File: config.mk
export PLATFORM = sky130hd
export DESIGN_NAME = oper_order_fsm
export DESIGN_NICKNAME = d
export VERILOG_FILES = /design/src/rtl/oper_order_fsm.sv
export SDC_FILE = /design/constraint.sdc
export NUM_CORES = 1
export LEC_CHECK = 0
export CORE_AREA = 3 3 115 117
export DETAILED_ROUTE_END_ITERATION = 10
export DIE_AREA = 0 0 118 120
export PLACE_DENSITY_LB_ADDON = 0.25
export SLEW_MARGIN = 30
export SYNTH_ARGS = -nofsm -noshare
export SYNTH_HDL_FRONTEND = slang
export SYNTH_SLANG_ARGS = --single-unit
File: constraint.sdc
create_clock -name clk -period 5.6 [get_ports clk]
set_input_delay 1.12 -clock clk [delete_from_list [all_inputs] [get_ports clk]]
set_output_delay 1.12 -clock clk [all_outputs]
set_load 0.005 [all_outputs]
File: src/rtl/oper_order_fsm.sv
// Operand-ordering unit for the FPU add/subtract path: latches X/Y/op, orders
// the operands by magnitude and resolves effective op, result sign and cancellation.
module oper_order_fsm #(
  parameter int unsigned W = 31
) (
  input  logic         clk,
  input  logic         rst_n,
  input  logic         load_i,
  input  logic [W:0]   Data_X_i,
  input  logic [W:0]   Data_Y_i,
  input  logic         add_subt_i,
  input  logic         ack_i,
  output logic         busy_o,
  output logic         ready_o,
  output logic         swap_o,
  output logic [W:0]   DMP_o,
  output logic [W:0]   DmP_o,
  output logic         real_op_o,
  output logic         sign_final_o,
  output logic         zero_o
);

  typedef enum logic [1:0] {
    IDLE = 2'd0,
    CMP  = 2'd1,
    DONE = 2'd2
  } state_t;

  state_t     state;
  logic [W:0] x_q;
  logic [W:0] y_q;
  logic       op_q;

  logic       swap_c;
  logic       eq_c;
  logic       real_op_c;
  logic       sign_c;

  // Magnitude ordering on raw bit patterns; ties favour X as the larger operand.
  always_comb begin
    swap_c    = (x_q[W-1:0] >= y_q[W-1:0]);
    eq_c      = (x_q[W-1:0] == y_q[W-1:0]);
    real_op_c = op_q ^ x_q[W] ^ y_q[W];
    sign_c    = swap_c ? x_q[W] : (y_q[W] ^ op_q);
    if (eq_c && real_op_c) begin
      sign_c = 1'b0;
    end
  end

  always_ff @(posedge clk) begin
    if (!rst_n) begin
      state        <= IDLE;
      x_q          <= '0;
      y_q          <= '0;
      op_q         <= 1'b0;
      busy_o       <= 1'b0;
      ready_o      <= 1'b0;
      swap_o       <= 1'b0;
      DMP_o        <= '0;
      DmP_o        <= '0;
      real_op_o    <= 1'b0;
      sign_final_o <= 1'b0;
      zero_o       <= 1'b0;
    end else begin
      case (state)
        IDLE: begin
          if (load_i) begin
            x_q    <= Data_X_i;
            y_q    <= Data_Y_i;
            op_q   <= add_subt_i;
            busy_o <= 1'b1;
            state  <= CMP;
          end
        end
        CMP: begin
          swap_o       <= swap_c;
          DMP_o        <= swap_c ? x_q : y_q;
          DmP_o        <= swap_c ? y_q : x_q;
          real_op_o    <= real_op_c;
          sign_final_o <= sign_c;
          zero_o       <= eq_c & real_op_c;
          ready_o      <= 1'b1;
          state        <= DONE;
        end
        DONE: begin
          // Results stay on the outputs after the handshake; only the flags drop.
          if (ack_i) begin
            ready_o <= 1'b0;
            busy_o  <= 1'b0;
            state   <= IDLE;
          end
        end
        default: begin
          ready_o <= 1'b0;
          busy_o  <= 1'b0;
          state   <= IDLE;
        end
      endcase
    end
  end

endmodule

# Yosys cells after proc, flatten, opt, wreduce, memory -nomap -nowiden
# Index checks and enable logic that the tools add are counted.
# totals
reg_bits	137
latch_bits	0
ramBits	0
rom_bits	0
in_bits	69
output_inout_bits	70
elab_cells	41
memories	0
# classes
n_addsub	0
multipliers	0
div	0
n_lt_le_gt_ge	1
eq_ne	5
shifts	0
muxes	11
bitwise	6
n_reduce_logical	6
# ops
operator	count
$mux 32	2
$eq 31x31->1	1
$ge 31x31->1	1
$pmux 1 s3	2
$pmux 2 s3	1
$reduce_and 2->1	3
$mux 1	4
$mux 2	2
$ne 2x2->1 const B	2
$reduce_and 3->1	1
$xor 1x1->1	3
$eq 2x1->1 const B	1
$eq 2x2->1 const B	1
$logic_not 2->1	1
$not 1->1	2
$and 1x1->1	1
$logic_and 1x1->1	1

# Logic depth before layout (Yosys ltp)
# Gate-level depths: netlist of the first run.
# depth
word_depth	4
depth_mapped	10
ltp_nobuf	8

# Least setup slack after synthesis of the first run
# Ideal clock, no wire load.
# synth_path
path_type	register -> register
startpoint	register y_q[28]
endpoint	register DMP_o[0]
setup_ns	0.132
arrival_ns	2.088
required_time_ns	5.468
setup_slack_ns	3.380
stages_incl_launch_ff	11
n_path_buf	2
period_less_slack_ns	2.220
path_cell_list	dfxtp_1 inv_1 ha_1 a21o_1 a21o_1 a221oi_2 o21ai_1 buf_2 buf_2 nor4_1 a211oi_2
# synth_via
elab_chain_cells	2
# synth_rtl
item	line	text
start, declared	31	logic [W:0] y_q;
start signal, assigned	69	y_q <= Data_Y_i;
$ge 31x31->1	41	swap_c = (x_q[W-1:0] >= y_q[W-1:0]);
$mux 32	77	DMP_o <= swap_c ? x_q : y_q;
end signal, assigned	77	
end, declared	16	output logic [W:0] DMP_o,
# Every way passes these cells.
# A chain may end at the register's enable or synchronous reset.

# Worst setup path in the final report of the first run
# layout_path
startpoint	register y_q[14]
endpoint	register DMP_o[9]
# Same word-level chain as after synthesis.

==> results of run 1 <==
==> cells by family (layout without fill, tap and decap cells) <==
kind of cell,Yosys count,after routing
adder cells (fa/ha/maj),31,31
buffers and inverters,104,209
XOR/XNOR,2,2
flip-flops,137,137
AND/OR/NAND/NOR,302,302
AO/OA/AOI/OAI,230,230
==> report_power, final <==
part / switching [mW] / internal, mW
sequential: 0.0603 / 1.05
clock: 0.407 / 0.883
combinational: 0.360 / 0.259
==> stage by stage <==
step           worst slack [ns]  cell area (sq um)  std cells
6_report                  2.671               8862       1083
5_1_grt                   2.488               8862       1083
4_1_cts                   2.675               8862       1083
3_5_place_dp              2.430               8182       1051
3_3_place_gp              2.552               8158       1050
2_1_floorplan             3.380               6847        806
==> placed cells by master, fill, tap and decap left out, types with 2 or more instances in the layout <==
cell and instances:
clkdlybuf4s50_1 137, bufinv_16 6, nand4_1 8, inv_1 32, clkbuf_1 4, nand3_1 3, nor2b_1 2, a21oi_1 15
a211oi_1 6, xor2_1 2, dfxtp_1 137, buf_4 6, o21ai_0 70, a211oi_2 60, a21o_1 2, nor2_1 69
clkbuf_8 4, a21boi_0 67, nand3b_1 2, ha_1 31, nor4_1 65, nand2b_1 3, nand2_1 139, clkbuf_16 17
nor3_1 2
==> sequential cells by signal (all words and copies together), names as in the netlist <==
name	count
zero_o	1
op_q	1
sign_final_o	1
ready_o	1
swap_o	1
DmP_o	32
state	2
busy_o	1
x_q	32
y_q	32
real_op_o	1
DMP_o	32
==> layout make-up <==
type | instances | area, sq um | share of cell area [%]
flip-flops and latches | 137 | 2743 | 30.95
repair buffers | 145 | 1448 | 16.33
multi-input cells | 565 | 3656 | 41.25
clock buffers | 25 | 495.5 | 5.591
clock inverters | 7 | 185.2 | 2.090
inverters | 32 | 120.1 | 1.355
well taps | 172 | 215.2 | 2.428
==> Yosys cell counts (all sizes together) <==
library cell and instances:
a21oi 15, nor4 66, buf 21, inv 32
a221oi 1, dfxtp 137, o21a 1, nor3b 1
and2 1, a211oi 66, clkbuf 51, xor2 2
o211a 1, or4 1, nand2 139, or2 2
nor3 2, nand3 3, o21ai 72, a21o 2
a31oi 1, o31ai 2, nor2 70, nand4 8
a21boi 67, o21bai 1, o2111ai 1, ha 31
nor2b 3, nand2b 4, nand3b 2
==> layer usage <==
| metal | wire (um) | GRT usage, % | vias up | part of all wire (%) |
|---|---|---|---|---|
| met3 | 1204 | 5.938 | 27 | 6.7 |
| met2 | 8615 | 42.98 | 259 | 48 |
| met1 | 7937 | 32.83 | 2946 | 44 |
| met4 | 249 | 8.352 | 0 | 1.4 |
| li1 | - | - | 3026 | - |
| met5 | 0 | 0 | - | 0 |
==> final timing paths <==
check / endpoint / from
setup / recovery: DMP_o[9] / y_q[14]
hold / removal: ready_o / ready_o
setup reg to reg: DMP_o[9] / y_q[14]
hold reg to reg: ready_o / ready_o
==> flow_summary.yaml, run 1 <==
status:
  status: "finished clean"
cts:
  cts_buffer_depth: 2
  h-tree-depth: 4
  cts_tree: "built"
  clkLatencyLatePin_ns: 0.42
  clock_sinks: 137
  clk_pin_slew_ns: 0.06
  cts_buffers: 17
  cts_root_buf: "clkbuf_16"
  ctsResizeCount: 0
  postCtsSetupRepairBufs: 0
  postCtsHoldBufs: 0
worst_hold_path:
  hold_path_depth: 1
  hp-class: "register to register"
place:
  io_buffers: 138
  place.gp.congestion: 0.7803
  post-dp-hpwl_um: 11080
route:
  drt_first_pass_iters: 5
  vias: 6258
  wire_per_inst_um: 16.63
  viasPerCell: 5.778
  drt-total-wl_um: 18010
  drcViolationCount: 0
  ant_nets: 0
  first_iter_violations: 520
synth:
  yosysTopAreaCellShare_pct: 40.06
  synth-compound-area-share_pct: 26.86
  yosysSeqAreaShare_pct: 40.06
  synth_fp_nets: 906
  synth-xor-area-share_pct: 0.2558
  synth_simple_gate_area_share_pct: 20.08
  syn_avg_cell_area_sq_um: 8.494
  ys_ff_latch: 137
  synthesis.instances: 806
  ys_types: 39
  synth_area_sq_um: 6847
  synth_mux_area_share_pct: 0
  yosys-top-cells-area: "dfxtp_1, a211oi_2, nand2_1"
  synth_top_area_cell: "dfxtp_1"
  synthAdderAreaFrac_pct: 5.665
  synth_top_family_by_area: "compound AO/OA/AOI/OAI gates"
  yosys_warnings: 0
timing:
  setup_violations: 0
  worst_slew_pin_slew_ns: 0.8801
  fin_crit_ns: 2.929
  slew_violations: 0
  fmax_mhz: 341.5
  whs_ns: 0.4777
  setup-tns-final_ns: 0
  post-route-period-util_pct: 52.30
  slew_headroom_pct: 41.32
  rsz0062_at_grt: "no"
  hold_violations: 0
  finClkSkew_ns: 0.01029
cells_and_area:
  area_growth_pct: 29.44
  drive_gt1_share_pct: 11.75
  final_util_pct: 71.09
  nets: 998
  num-fill-cells: 923
  diodes: 0
setup_path:
  crit_type: "register to register"
  r2r_cells: 9
  max_stage_delay_ns: 0.64
  r2r_setup_slack_ns: 2.67
  critPathTopFamily: "simple AND/OR/NAND/NOR gates"
  crit_fanout: 66
  critical_path_depth: 9
  crit_path_cell_trace: "inv_1 -> ha_1 -> nand4_1 -> nor4_2 -> nor2_1 -> a31oi_4 -> buf_4 -> nor4_1 -> a211oi_2"
  cp.buffers_inverters: 2
  cp.required_ns: 5.94
  worstSetupEndpointType: "register"
  start_kind: "register"
  crit_arrival_ns: 3.26
  cp_slowest_cell: "buf_4"
floorplanning:
  core_sq_um: 12470
  die-area_sq_um: 14160
  rows: 41
  start_util_pct: 54.92
  die_y_um: 120
  io_pins: 139
  die_w_um: 118
global_route:
  grt_pass1_vias: 6242
  antenna_found_initial: 0
  track_usage_pct: 25.65
  grt-ovfl-total: 0
  grt_pass1_wl_um: 30250
  grt_max_degree: 140
pwr:
  p_leak_nw: 3.314
  power_density_nw_per_um2: 340.9
  ir_drop_v: 0.0002684
  fin_total_pwr_mw: 3.021
run:
  max_cap_violations: 0
Power figures use the tool's default switching activity.
==> inputs of run 2 (changes only) <==
--- a/config.mk
+++ b/config.mk
@@ -5,9 +5,9 @@
 export SDC_FILE = /design/constraint.sdc
 export NUM_CORES = 1
 export LEC_CHECK = 0
-export CORE_AREA = 3 3 115 117
+export CORE_AREA = 3 3 125 127
 export DETAILED_ROUTE_END_ITERATION = 10
-export DIE_AREA = 0 0 118 120
+export DIE_AREA = 0 0 128 130
 export PLACE_DENSITY_LB_ADDON = 0.25
 export SLEW_MARGIN = 30
 export SYNTH_ARGS = -nofsm -noshare
==> constraint.sdc (replaced) <==
create_clock -name clk -period 2.6 [get_ports clk]
set_input_delay 0.52 -clock clk [delete_from_list [all_inputs] [get_ports clk]]
set_output_delay 0.52 -clock clk [all_outputs]
set_load 0.005 [all_outputs]
==> run 2 against run 1 <==
Combinational power up 130%. Setup slack lost 2.5 ns. Routed wire length down 0.26%. Clock skew shrank 0.0011 ns. First-iteration DRC count decreased by 11%. Sequential cell count is the same. Sequential share of layout area decreased by 0.48 points. Utilization fell by 9.2 points. Critical endpoint is now DmP_o[9].
==> flow_summary.yaml, run 2 (synthesis gave the netlist of run 1 again) <==
timing:
  post-route-period-util_pct: 93.39
  rsz0062_at_grt: "no"
  whs_ns: 0.4606
  slew_violations: 0
  fmax_mhz: 411.9
  fin_crit_ns: 2.428
  setup-tns-final_ns: 0
  worst_slew_pin_slew_ns: 0.6005
  hold_violations: 0
  setup_violations: 0
  finClkSkew_ns: 0.009170
  slew_headroom_pct: 59.60
cts:
  clk_pin_slew_ns: 0.06
  cts_buffer_depth: 2
  cts_buffers: 17
  clkLatencyLatePin_ns: 0.42
  cts_root_buf: "clkbuf_16"
  cts_tree: "built"
  postCtsHoldBufs: 0
  clock_sinks: 137
  h-tree-depth: 4
cells_and_area:
  instances_no_fill: 1107
  layout_commonest_cell: "nand2_1"
  final_util_pct: 61.93
  drive_gt1_share_pct: 13.22
  nets: 1010
  fin_area_sq_um: 9001
  diodes: 0
  layout_common_cells: "nand2_1, dfxtp_1, clkdlybuf4s50_1, o21ai_0, nor2_1"
  area_growth_pct: 31.47
route:
  vias: 6021
  drt_first_pass_iters: 5
  viasPerCell: 5.439
  wire_per_inst_um: 16.22
  ant_nets: 0
  first_iter_violations: 461
  drt-total-wl_um: 17960
  drcViolationCount: 0
setup_path:
  worstSetupEndpointType: "register"
  crit_type: "register to register"
  crit_fanout: 41
  r2r_setup_slack_ns: 0.17
  crit_arrival_ns: 2.77
  cp.required_ns: 2.94
  r2r-end: "DmP_o[9]"
  start_kind: "register"
  r2r_cells: 9
  rr_startpoint: "y_q[10]"
global_route:
  track_usage_pct: 21.82
  use_met1_pct: 30.38
  use_met3_pct: 5.239
  grt_max_degree: 71
  antenna_found_initial: 0
  grt-ovfl-total: 0
  grt_pass1_vias: 5702
  grtUsageMet2_pct: 33.95
  top_usage_layer: "met2"
  grt_pass1_wl_um: 29170
floorplanning:
  die_y_um: 130
  core_sq_um: 14530
  die-area_sq_um: 16640
  rows: 44
  io_pins: 139
  start_util_pct: 47.11
  die_w_um: 128
place:
  io_buffers: 138
  placed_cells: 1073
  place.gp.congestion: 0.8166
  post-dp-hpwl_um: 11340
  placed_cell_area_sq_um: 8356
pwr:
  p_leak_nw: 3.377
  power_density_nw_per_um2: 700.4
  ir_drop_v: 0.0004757
status:
  status: "finished clean"
worst_hold_path:
  hold_start: "zero_o"
  hold_path_depth: 2
  hold_path_end: "zero_o"
  hp-class: "register to register"
run:
  max_cap_violations: 0
==> run 2: metrics by stage <==
stage / setup slack (ns) / power [mW]
2_1_floorplan: 0.3799 / 3.276
3_3_place_gp: 0.1434 / 3.828
3_5_place_dp: 0.1087 / 3.832
4_1_cts: 0.07498 / 6.328
5_1_grt: 0.001348 / 6.598
6_report: 0.1720 / 6.304
==> run 2: critical path, stage by stage (launching register included) <==
cell,delay [ns]
dfxtp_1,0.39
inv_1,0.06
ha_1,0.31
nand4_1,0.21
nor4_4,0.37
nor2_1,0.13
a31oi_4,0.28
buf_12,0.26
nor4_1,0.09
a211oi_2,0.22
==> run 2: layout make-up <==
type / count / area [sq um]
sequential: 137 / 2743
fill: 1317 / 5533
tap: 184 / 230.2
clock buffer: 26 / 539.3
clock inverter: 6 / 82.58
inverter: 32 / 120.1
multi-input combinational: 565 / 3665
timing repair buffer: 157 / 1622
==> run 2: repair_timing <==
item | 4_1_cts | 5_1_grt
endpoints found under the hold margin | 0 | 0
endpoints found under the setup margin | 0 | 65
buffers inserted | 0 | 2
resized for setup | 0 | 1
==> run 2: layer usage <==
| metal | up-vias | share of wire [%] |
|---|---|---|
| met2 | 155 | 44 |
| met3 | 10 | 5.1 |
| met1 | 2808 | 50 |
| met4 | 0 | 0.75 |
| li1 | 3048 | - |
| met5 | - | 0 |
==> run 2: worst max path at each step <==
stage	from	endpoint	slack, ns
6_report	y_q[10]	DmP_o[9]	0.17
4_1_cts	y_q[14]	DMP_o[16]	0.07
5_1_grt	y_q[28]	DMP_o[25]	0.001
3_5_place_dp	y_q[14]	DmP_o[8]	0.11
3_3_place_gp	y_q[14]	DMP_o[9]	0.14
2_1_floorplan	y_q[28]	DMP_o[0]	0.38
==> run 2: where the power goes <==
part | total (mW) | internal, mW | switching [mW]
clock | 2.49 | 1.61 | 0.880
sequential | 2.40 | 2.26 | 0.137
combinational | 1.41 | 0.625 | 0.787
==> inputs of run 3 (changes only) <==
--- a/config.mk
+++ b/config.mk
@@ -8,7 +8,7 @@
 export CORE_AREA = 3 3 125 127
 export DETAILED_ROUTE_END_ITERATION = 10
 export DIE_AREA = 0 0 128 130
-export PLACE_DENSITY_LB_ADDON = 0.25
+export PLACE_DENSITY = 0.76
 export SLEW_MARGIN = 30
 export SYNTH_ARGS = -nofsm -noshare
 export SYNTH_HDL_FRONTEND = slang
==> run 3 against run 2 <==
Sequential cell count unchanged. Critical path type unchanged. Clock skew shrank 0.0045 ns. Setup slack lost 0.052 ns. Combinational power about the same.
==> flow_summary.yaml, run 3 (synthesis gave the netlist of run 1 again) <==
status:
  status: "finished clean"
place:
  post-dp-hpwl_um: 11880
  pre_cts_ws_ns: 0.1080
  place.gp.congestion: 0.7826
  io_buffers: 138
pwr:
  power_density_nw_per_um2: 704.2
  ir_drop_v: 0.0004967
  p_leak_nw: 3.404
timing:
  worst_slew_pin_slew_ns: 0.6237
  setup_ws_ns: 0.1198
  fin_crit_ns: 2.480
  setup-tns-final_ns: 0
  post-route-period-util_pct: 95.39
  rsz0062_at_grt: "no"
  hold_violations: 0
  fmax_mhz: 403.2
  finClkSkew_ns: 0.004635
  slew_headroom_pct: 58.42
  setup_violations: 0
  slew_violations: 0
floorplanning:
  start_util_pct: 47.11
  die_w_um: 128
  io_pins: 139
  core_sq_um: 14530
  rows: 44
  die-area_sq_um: 16640
  die_y_um: 130
global_route:
  grt-ovfl-total: 0
  use_met1_pct: 31.19
  top_usage_layer: "met2"
  track_usage_pct: 21.86
  grt_max_degree: 57
  grt_pass1_vias: 5544
  antenna_found_initial: 0
  grtUsageMet2_pct: 33.58
  use_met3_pct: 4.503
  grt_pass1_wl_um: 29190
cells_and_area:
  area_growth_pct: 31.85
  num-fill-cells: 1262
  layout_common_cells: "nand2_1, dfxtp_1, clkdlybuf4s50_1, o21ai_0, nor2_1"
  diodes: 0
  layout_commonest_cell: "nand2_1"
  nets: 1017
  regArea_sq_um: 2743
  final_util_pct: 62.11
  multiInputGateArea_sq_um: 3674
  drive_gt1_share_pct: 13.55
route:
  drcViolationCount: 0
  vias: 6065
  viasPerCell: 5.444
  drt_first_pass_iters: 5
  wire_per_inst_um: 16.22
  ant_nets: 0
  first_iter_violations: 457
  drt-total-wl_um: 18070
worst_hold_path:
  hp-class: "register to register"
setup_path:
  worstSetupEndpointType: "register"
  start_kind: "register"
  crit_type: "register to register"
  crit_fanout: 30
  crit_arrival_ns: 2.77
  cp.required_ns: 2.89
  r2r_setup_slack_ns: 0.12
cts:
  cts_root_buf: "clkbuf_16"
  cts_tree: "built"
  cts_buffer_depth: 2
  clk_pin_slew_ns: 0.06
  h-tree-depth: 4
  clock_sinks: 137
  cts_buffers: 17
  clkLatencyLatePin_ns: 0.42
  postCtsHoldBufs: 0
run:
  max_cap_violations: 0
## run 3: layout make-up
class / count / area share (%)
multi-input combinational: 565 / 40.69
sequential: 137 / 30.38
clock buffer: 23 / 5.184
inverter: 32 / 1.331
tap: 184 / 2.550
clock inverter: 9 / 1.608
timing repair buffer: 164 / 18.25
## run 3: routing by layer
| layer | vias up | routed length, um |
|---|---|---|
| li1 | 3069 | - |
| met1 | 2831 | 8813 |
| met2 | 150 | 8120 |
| met3 | 15 | 914 |
| met4 | 0 | 220 |
| met5 | - | 0 |
## run 3: final timing paths
check               start        end  depth (start not counted)
hold reg to reg      op_q       op_q                          2
setup reg to reg  y_q[25]  DMP_o[11]                          8
hold / removal       op_q       op_q                          2
setup / recovery  y_q[25]  DMP_o[11]                          8
## run 3: power by group
part / total (mW) / internal (mW) / switching (mW)
Sequential: 2.40 / 2.26 / 0.136
Clock: 2.52 / 1.65 / 0.874
Combinational: 1.44 / 0.637 / 0.799
Total: 6.36 / 4.55 / 1.81
## run 3: stage by stage
stage | power, mW | area [sq um] | hold WS [ns] | instances
floorplan | 3.276 | 6847 | 0.4553 | 806
global placement | 3.813 | 8356 | 0.4658 | 1078
detailed placement | 3.831 | 8356 | 0.4862 | 1078
CTS | 6.358 | 8969 | 0.4942 | 1110
global route | 6.643 | 9027 | 0.5119 | 1114
finish | 6.357 | 9027 | 0.4909 | 1114
## run 3: what timing repair did
action	in CTS	in global routing
gates resized for setup	0	4
setup endpoints to repair	0	66
setup buffers	0	4
## run 3: critical path, stage by stage, from the launching register on
cell      delay, ns
dfxtp_1        0.42
inv_1          0.07
ha_1           0.30
nand4_1        0.21
or4_4          0.56
a31oi_4        0.24
or2_4          0.21
buf_12         0.24
a211oi_2       0.10
